[config.mk]
export PLATFORM = sky130hd
export DESIGN_NAME = serializer_stream
export DESIGN_NICKNAME = d
export VERILOG_FILES = /design/src/rtl/serializer_stream.sv
export SDC_FILE = /design/constraint.sdc
export NUM_CORES = 1
export LEC_CHECK = 0
export ABC_AREA = 1
export CORE_MARGIN = 3
export CORE_UTILIZATION = 36
export CTS_CLUSTER_SIZE = 40
export DETAILED_ROUTE_END_ITERATION = 12
export PLACE_DENSITY = 0.59
export SLEW_MARGIN = 10
export SYNTH_ARGS = -nofsm -noshare
export SYNTH_HDL_FRONTEND = slang
export SYNTH_SLANG_ARGS = --single-unit
[constraint.sdc]
create_clock -name clk_i -period 1.8 [get_ports clk_i]
set_input_delay 0.27 -clock clk_i [delete_from_list [all_inputs] [get_ports clk_i]]
set_output_delay 0.27 -clock clk_i [all_outputs]
set_load 0.02 [all_outputs]
[src/rtl/serializer_stream.sv]
// ---------------------------------------------------------------------------
// serializer_stream
//
// Parallel-to-serial converter. Words arrive through a valid/ready handshake.
// They are shifted out one bit per clock, with no idle bits between
// consecutive words. Each word carries its own length (1..WIDTH bits) and its
// own bit order. A one-word holding buffer sits behind the active shifter.
// The buffer lets the next word be accepted while the current one is still
// being sent. The buffered word then drops into the shifter on the same edge
// that the current word finishes.
//
// A word whose length is outside 1..WIDTH is still accepted, so the source
// never stalls on it. The word itself is thrown away, and err_len_o pulses for
// one cycle.
//
// Ports:
//   clk_i            : clock, all state changes on the rising edge
//   rst_n_i          : asynchronous reset, active-low
//   data_i           : parallel word (WIDTH bits)
//   data_mod_i       : number of bits to send from data_i (CNT_W bits)
//   data_lsb_first_i : 1 = send data_i[0] first, 0 = send data_i[WIDTH-1] first
//   data_val_i       : source has a word on data_i
//   data_rdy_o       : block accepts a word this cycle (holding buffer empty)
//   ser_data_o       : serial bit, forced to 0 when no bit is being sent
//   ser_data_val_o   : ser_data_o carries a bit this cycle
//   ser_last_o       : current bit is the final bit of its word
//   busy_o           : a word sits in the shifter or the holding buffer
//   err_len_o        : one-cycle pulse after a word with an illegal length
// ---------------------------------------------------------------------------
module serializer_stream #(
  parameter int WIDTH = 16,
  parameter int CNT_W = $clog2(WIDTH) + 1
) (
  input  logic             clk_i,
  input  logic             rst_n_i,
  input  logic [WIDTH-1:0] data_i,
  input  logic [CNT_W-1:0] data_mod_i,
  input  logic             data_lsb_first_i,
  input  logic             data_val_i,
  output logic             data_rdy_o,
  output logic             ser_data_o,
  output logic             ser_data_val_o,
  output logic             ser_last_o,
  output logic             busy_o,
  output logic             err_len_o
);

  localparam logic [CNT_W-1:0] MAX_LEN = CNT_W'(WIDTH);
  localparam logic [CNT_W-1:0] ONE     = CNT_W'(1);

  // Active shifter. The bit on the wire is always at a fixed end of sh_data:
  // the MSB for MSB-first words and the LSB for LSB-first words. The register
  // therefore shifts toward that end.
  logic [WIDTH-1:0] sh_data;
  logic [CNT_W-1:0] sh_cnt;
  logic             sh_lsb;
  logic             sh_vld;

  // Holding buffer
  logic [WIDTH-1:0] pend_data;
  logic [CNT_W-1:0] pend_len;
  logic             pend_lsb;
  logic             pend_vld;

  logic             err_len;

  // Handshake and routing decisions
  logic             xfer;
  logic             len_ok;
  logic             sh_done;
  logic             sh_free;
  logic             load_sh;
  logic             load_pend;
  logic             cur_bit;

  // Decode the handshake and decide where an accepted word goes.
  // sh_free covers two cases. In the first, the shifter is idle. In the second,
  // the shifter is on its last bit and nothing is buffered, so the incoming
  // word can take the shifter's place directly. That direct path is what lets
  // back-to-back length-1 words run at one word per cycle.
  always_comb begin
    xfer      = 1'b0;
    len_ok    = 1'b0;
    sh_done   = 1'b0;
    sh_free   = 1'b0;
    load_sh   = 1'b0;
    load_pend = 1'b0;

    xfer      = data_val_i && !pend_vld;
    len_ok    = (data_mod_i != '0) && (data_mod_i <= MAX_LEN);
    sh_done   = sh_vld && (sh_cnt == ONE);
    sh_free   = !sh_vld || (sh_done && !pend_vld);
    load_sh   = xfer && len_ok && sh_free;
    load_pend = xfer && len_ok && !sh_free;
  end

  // Pick the bit currently on the wire from the end that matches the word's order.
  always_comb begin
    cur_bit = 1'b0;
    if (sh_lsb) begin
      cur_bit = sh_data[0];
    end else begin
      cur_bit = sh_data[WIDTH-1];
    end
  end

  // Shifter. A direct load takes priority. It can only happen when the
  // holding buffer is empty, so it never competes with a refill from the buffer.
  // When the last bit finishes, the buffered word (if any) is moved in on the
  // same edge, so the wire never sees a gap.
  always_ff @(posedge clk_i or negedge rst_n_i) begin
    if (!rst_n_i) begin
      sh_data <= '0;
      sh_cnt  <= '0;
      sh_lsb  <= 1'b0;
      sh_vld  <= 1'b0;
    end else if (load_sh) begin
      sh_data <= data_i;
      sh_cnt  <= data_mod_i;
      sh_lsb  <= data_lsb_first_i;
      sh_vld  <= 1'b1;
    end else if (sh_done) begin
      if (pend_vld) begin
        sh_data <= pend_data;
        sh_cnt  <= pend_len;
        sh_lsb  <= pend_lsb;
        sh_vld  <= 1'b1;
      end else begin
        sh_cnt  <= '0;
        sh_vld  <= 1'b0;
      end
    end else if (sh_vld) begin
      if (sh_lsb) begin
        sh_data <= {1'b0, sh_data[WIDTH-1:1]};
      end else begin
        sh_data <= {sh_data[WIDTH-2:0], 1'b0};
      end
      sh_cnt <= sh_cnt - ONE;
    end
  end

  // Holding buffer. The buffer only accepts a word while it is empty, because
  // data_rdy_o is low otherwise. So a capture and a hand-off to the shifter
  // can never happen on the same edge.
  always_ff @(posedge clk_i or negedge rst_n_i) begin
    if (!rst_n_i) begin
      pend_data <= '0;
      pend_len  <= '0;
      pend_lsb  <= 1'b0;
      pend_vld  <= 1'b0;
    end else if (load_pend) begin
      pend_data <= data_i;
      pend_len  <= data_mod_i;
      pend_lsb  <= data_lsb_first_i;
      pend_vld  <= 1'b1;
    end else if (sh_done && pend_vld) begin
      pend_vld  <= 1'b0;
    end
  end

  // A dropped word leaves the shifter and the buffer untouched. The only trace
  // it leaves is this one-cycle flag.
  always_ff @(posedge clk_i or negedge rst_n_i) begin
    if (!rst_n_i) begin
      err_len <= 1'b0;
    end else begin
      err_len <= xfer && !len_ok;
    end
  end

  assign data_rdy_o     = !pend_vld;
  assign ser_data_val_o = sh_vld;
  assign ser_data_o     = sh_vld && cur_bit;
  assign ser_last_o     = sh_done;
  assign busy_o         = sh_vld || pend_vld;
  assign err_len_o      = err_len;

endmodule

After elaboration in Yosys (flattened, before gate mapping)
Cells that the tools add are included.

Bits in registers: 47. Bits of input ports: 25. Output and inout bits: 6. Word-level logic and storage cells: 54.

Add/subtract/negate cells: 1. $lt $le $gt $ge: 1. Equality and inequality tests: 2. Mux-type cells: 18. Reduce and logical (&&, ||, !) cells: 23.

Operators by type and width (count): 16-bit 2-to-1 mux (5); 5-bit 2-to-1 mux (4); 1-bit logical AND (10); 1-bit 2-to-1 mux (9); 2-bit nonzero test (3); 5-bit by 1-bit == test with 1-bit output, second input constant (1); 5-bit less-or-equal comparator, second input constant (1); 5-bit nonzero test (1); 5-bit by 1-bit subtractor with 5-bit output, second input constant (1); 1-bit logical NOT (4); 2-bit AND reduction (2); 3-bit by 2-bit inequality test with 1-bit output, second input constant (1); 3-bit nonzero test (1); 1-bit logical OR (2).

Depth between registers and ports, before layout
Depth after elaboration: 7. Gate-level depth with buffers: 12. Depth with buffers taken out: 11.

Least setup slack after synthesis
OpenSTA, ideal clock, no wires.

Path kind: register to output. From: register sh_vld (netlist: ser_data_val_o). To: output ser_data_o. Arrival: 1.328 ns. Setup slack: 0.202 ns. Stages on the path, launching flop included: 4. Cell sequence: dfrtp_1 > buf_1 > o21ai_0 > a21oi_1.

Cells in the longest elaborated chain, start to end: 1.

RTL lines: start: declaration (line 57) `logic sh_vld;`; start signal: assignment (line 116) `sh_vld <= 1'b0;`; start signal: assignment (line 121) `sh_vld <= 1'b1;`; start signal: assignment (line 127) `sh_vld <= 1'b1;`; 1-bit logical AND (line 173) `assign ser_data_o = sh_vld && cur_bit;`; end: declaration (line 41) `output logic ser_data_o,`.

Every way passes these cells.

Final worst setup path
From: register pend_vld. To: output data_rdy_o.

Cells in the longest elaborated chain, start to end: 1.

RTL lines: start: declaration (line 63) `logic pend_vld;`; start signal: assignment (line 150) `pend_vld <= 1'b0;`; start signal: assignment (line 155) `pend_vld <= 1'b1;`; start signal: assignment (line 157) `pend_vld <= 1'b0;`; 1-bit logical NOT (line 171) `assign data_rdy_o = !pend_vld;`; end: declaration (line 40) `output logic data_rdy_o,`.

Every way passes these cells.

==> run summary <==
Outcome: finished clean
Crit Reg-Reg Endpoint: pend_data[10]
Worst-path clk slew: 0.09 ns
Vias/cell: 4.76
Total grt overflow: 0
Worst min path class: in2async
Startpoint types: register
Setup TNS Final: 0 ns
Clock Root Buffer: clkbuf_8
Syn nets: 397
Skew final: 0.00800 ns
Crit. End Element: output pin
IO Port Bufs: 30
Post-synth top area share: 43.8%
Worst slew pin tran: 0.574 ns
Starting Density: 38.3%
Reg2Reg Depth: 8
Final slew viol count: 0
DP Area: 3240 um^2
H-tree Lvls: 2
Setup ws final: 0.0552 ns
Fin crit share: 96.9%
DR pass1 iterations: 4
Post-detail-place hpwl: 5.13 mm
Inserted Clock Buffers: 5
Routed WL: 7.16 mm
R2r setup slk: 0.13 ns
Avg Cell Area, Syn: 7.26 um^2
Post-placement worst setup slack: -0.0516 ns
Area added between synthesis and finish: 26.3%
CTS tree: done
Worst-path fanout max: 6
Total power: 0.00276 W
IR drop worst, VDD: 0.355 mV
Row cnt: 30
Share of layout cells above drive strength 1: 14.5%
Overall die height: 92.4 um
Fill count: 726
Core area: 7020 um^2
Remaining DRCs: 0
Synthesis-stage register bit count: 47
Antenna-violating nets left: 0
Final setup viols: 0
CP endpoint: data_rdy_o
Clock buffer depth: 2
Fmax: 573 MHz
Final Cell Area: 3390 um^2
Power per cell area: 815 nW/um^2
Max-cap violations: 0
Netlist cell types: 26
Cell taking the most area after synthesis: dfrtp_1
Worst-Skew Late Latency: 0.30 ns
Total track usage: 18.0%
Yosys warns: 0
Detailed-route via count: 2,466
Worst r2r src: sh_cnt[0]
First-pass GRT wire length: 12.4 mm
Diodes inserted: 0
Final hold viol count: 0
Sink Count: 47
Required time of the worst setup path: 1.53 ns
Initial detailed-routing violation count: 208
CP Data Arrival Time: 1.47 ns
Sequential share of the synthesized area: 43.8%
WS Path Type: reg2out
Gate Count Post-Synth: 370
LEAKAGE: 1.75 nW
Routed length per placed instance: 13.8 um
Top cells by area, synth: dfrtp_1, nand2_1, nand3_1
Slew HR: 61.7%
Cell area after synthesis: 2690 um^2
Final Net Count: 448
RSZ-0062 raised after global routing: false
GP Congestion: 0.845
Vias in the first global route: 2,535
Initial antenna violation count: 0
Die area: 8530 um^2
Largest net degree at the start of global routing: 29
Worst setup path startpoint: pend_vld
Die Wd: 92.4 um
# IOs: 31
Fin crit period: 1.74 ns
[final cells by class]
cell class,count,area [um^2],area share [%]
Clock inverter,3,67.6,1.99
Multi-Input combinational cell,278,1290,38.0
Sequential cell,47,1180,34.7
Inverter,29,114,3.36
Clock buffer,5,68.8,2.03
Tap cell,96,120,3.54
Timing Repair Buffer,60,558,16.4
[metal layers]
metal	global-route usage (%)	vias to the layer above	part of all wire (%)
li1	-	1270	-
met1	25.7	1137	50
met2	28.5	54	46
met3	2.52	5	2.9
met4	4.83	0	0.80
met5	0	-	0
[Yosys cell counts, drive strengths merged]
library cell,number
nand3,49
clkbuf,3
xor2,1
dfrtp,47
inv,29
a21oi,2
nand2,168
ha,2
o21ai,39
nor2,15
buf,13
o21a,1
nand3b,1
[cells by family (layout without fill, tap and decap cells)]
| group | count (synthesis) | in the layout | share of synthesized area [%] |
|---|---|---|---|
| buf+inv | 45 | 97 | 8.43 |
| flops | 47 | 47 | 43.8 |
| simple gates | 233 | 233 | 37.8 |
| xor+xnor | 1 | 1 | 0.326 |
| fa+ha+maj | 2 | 2 | 0.931 |
| compound gates | 42 | 42 | 8.76 |
[power breakdown]
part           internal, W  switching, W  total, W  leakage (nW)
Combinational     0.000204      0.000223  0.000427          1.07
Sequential         0.00127      0.000129   0.00140         0.611
Clock             0.000554      0.000381  0.000935        0.0644
Total              0.00203      0.000732   0.00276          1.75
[how the worst min path moves through the flow]
stage / start / to / slack [ns] / cells past startpoint
detailed placement: rst_n_i / pend_data[11] / 0.30 / 1
global route: rst_n_i / sh_cnt[4] / 0.52 / 2
CTS: pend_len[2] / pend_len[2] / 0.48 / 2
floorplan: rst_n_i / err_len_o / -0.03 / 0
finish: rst_n_i / sh_cnt[4] / 0.48 / 2
global placement: rst_n_i / sh_cnt[2] / 0.29 / 1
[placed cells by master (no fill, tap or decap), types with 8 or more instances in the layout]
| cell type | n |
|---|---|
| dfrtp_1 | 47 |
| o21ai_0 | 29 |
| clkdlybuf4s50_1 | 25 |
| o21ai_1 | 8 |
| nand2_1 | 161 |
| nor2_1 | 9 |
| inv_1 | 25 |
| nand3_1 | 47 |
| buf_4 | 26 |
[flip-flops by register name, indices dropped and copies added, names as in the netlist]
name,count
pend_data,16
sh_data,16
pend_len,5
sh_cnt,5
err_len_o,1
pend_lsb,1
pend_vld,1
ser_data_val_o,1
sh_lsb,1
[worst max-delay path: stages, from the launching register on]
cell and delay, ns:
dfrtp_1 0.42, inv_4 0.13, clkdlybuf4s50_1 0.62
[through the flow]
step | utilization (%) | instances | hold slack [ns]
6_report | 48.3 | 518 | 0.480
5_1_grt | 48.3 | 518 | 0.517
4_1_cts | 48.2 | 518 | 0.483
3_5_place_dp | 46.2 | 509 | 0.304
3_3_place_gp | 46.2 | 509 | 0.294
2_1_floorplan | - | 370 | -0.0256
[what timing repair did]
item                                    4_1_cts  5_1_grt
resized for setup                             7        4
buffers inserted                              0        0
hold buffers                                  1        0
hold endpoints to repair                     20        0
endpoints found under the setup margin        4       12
No activity file was read; power rests on OpenSTA's default activity.
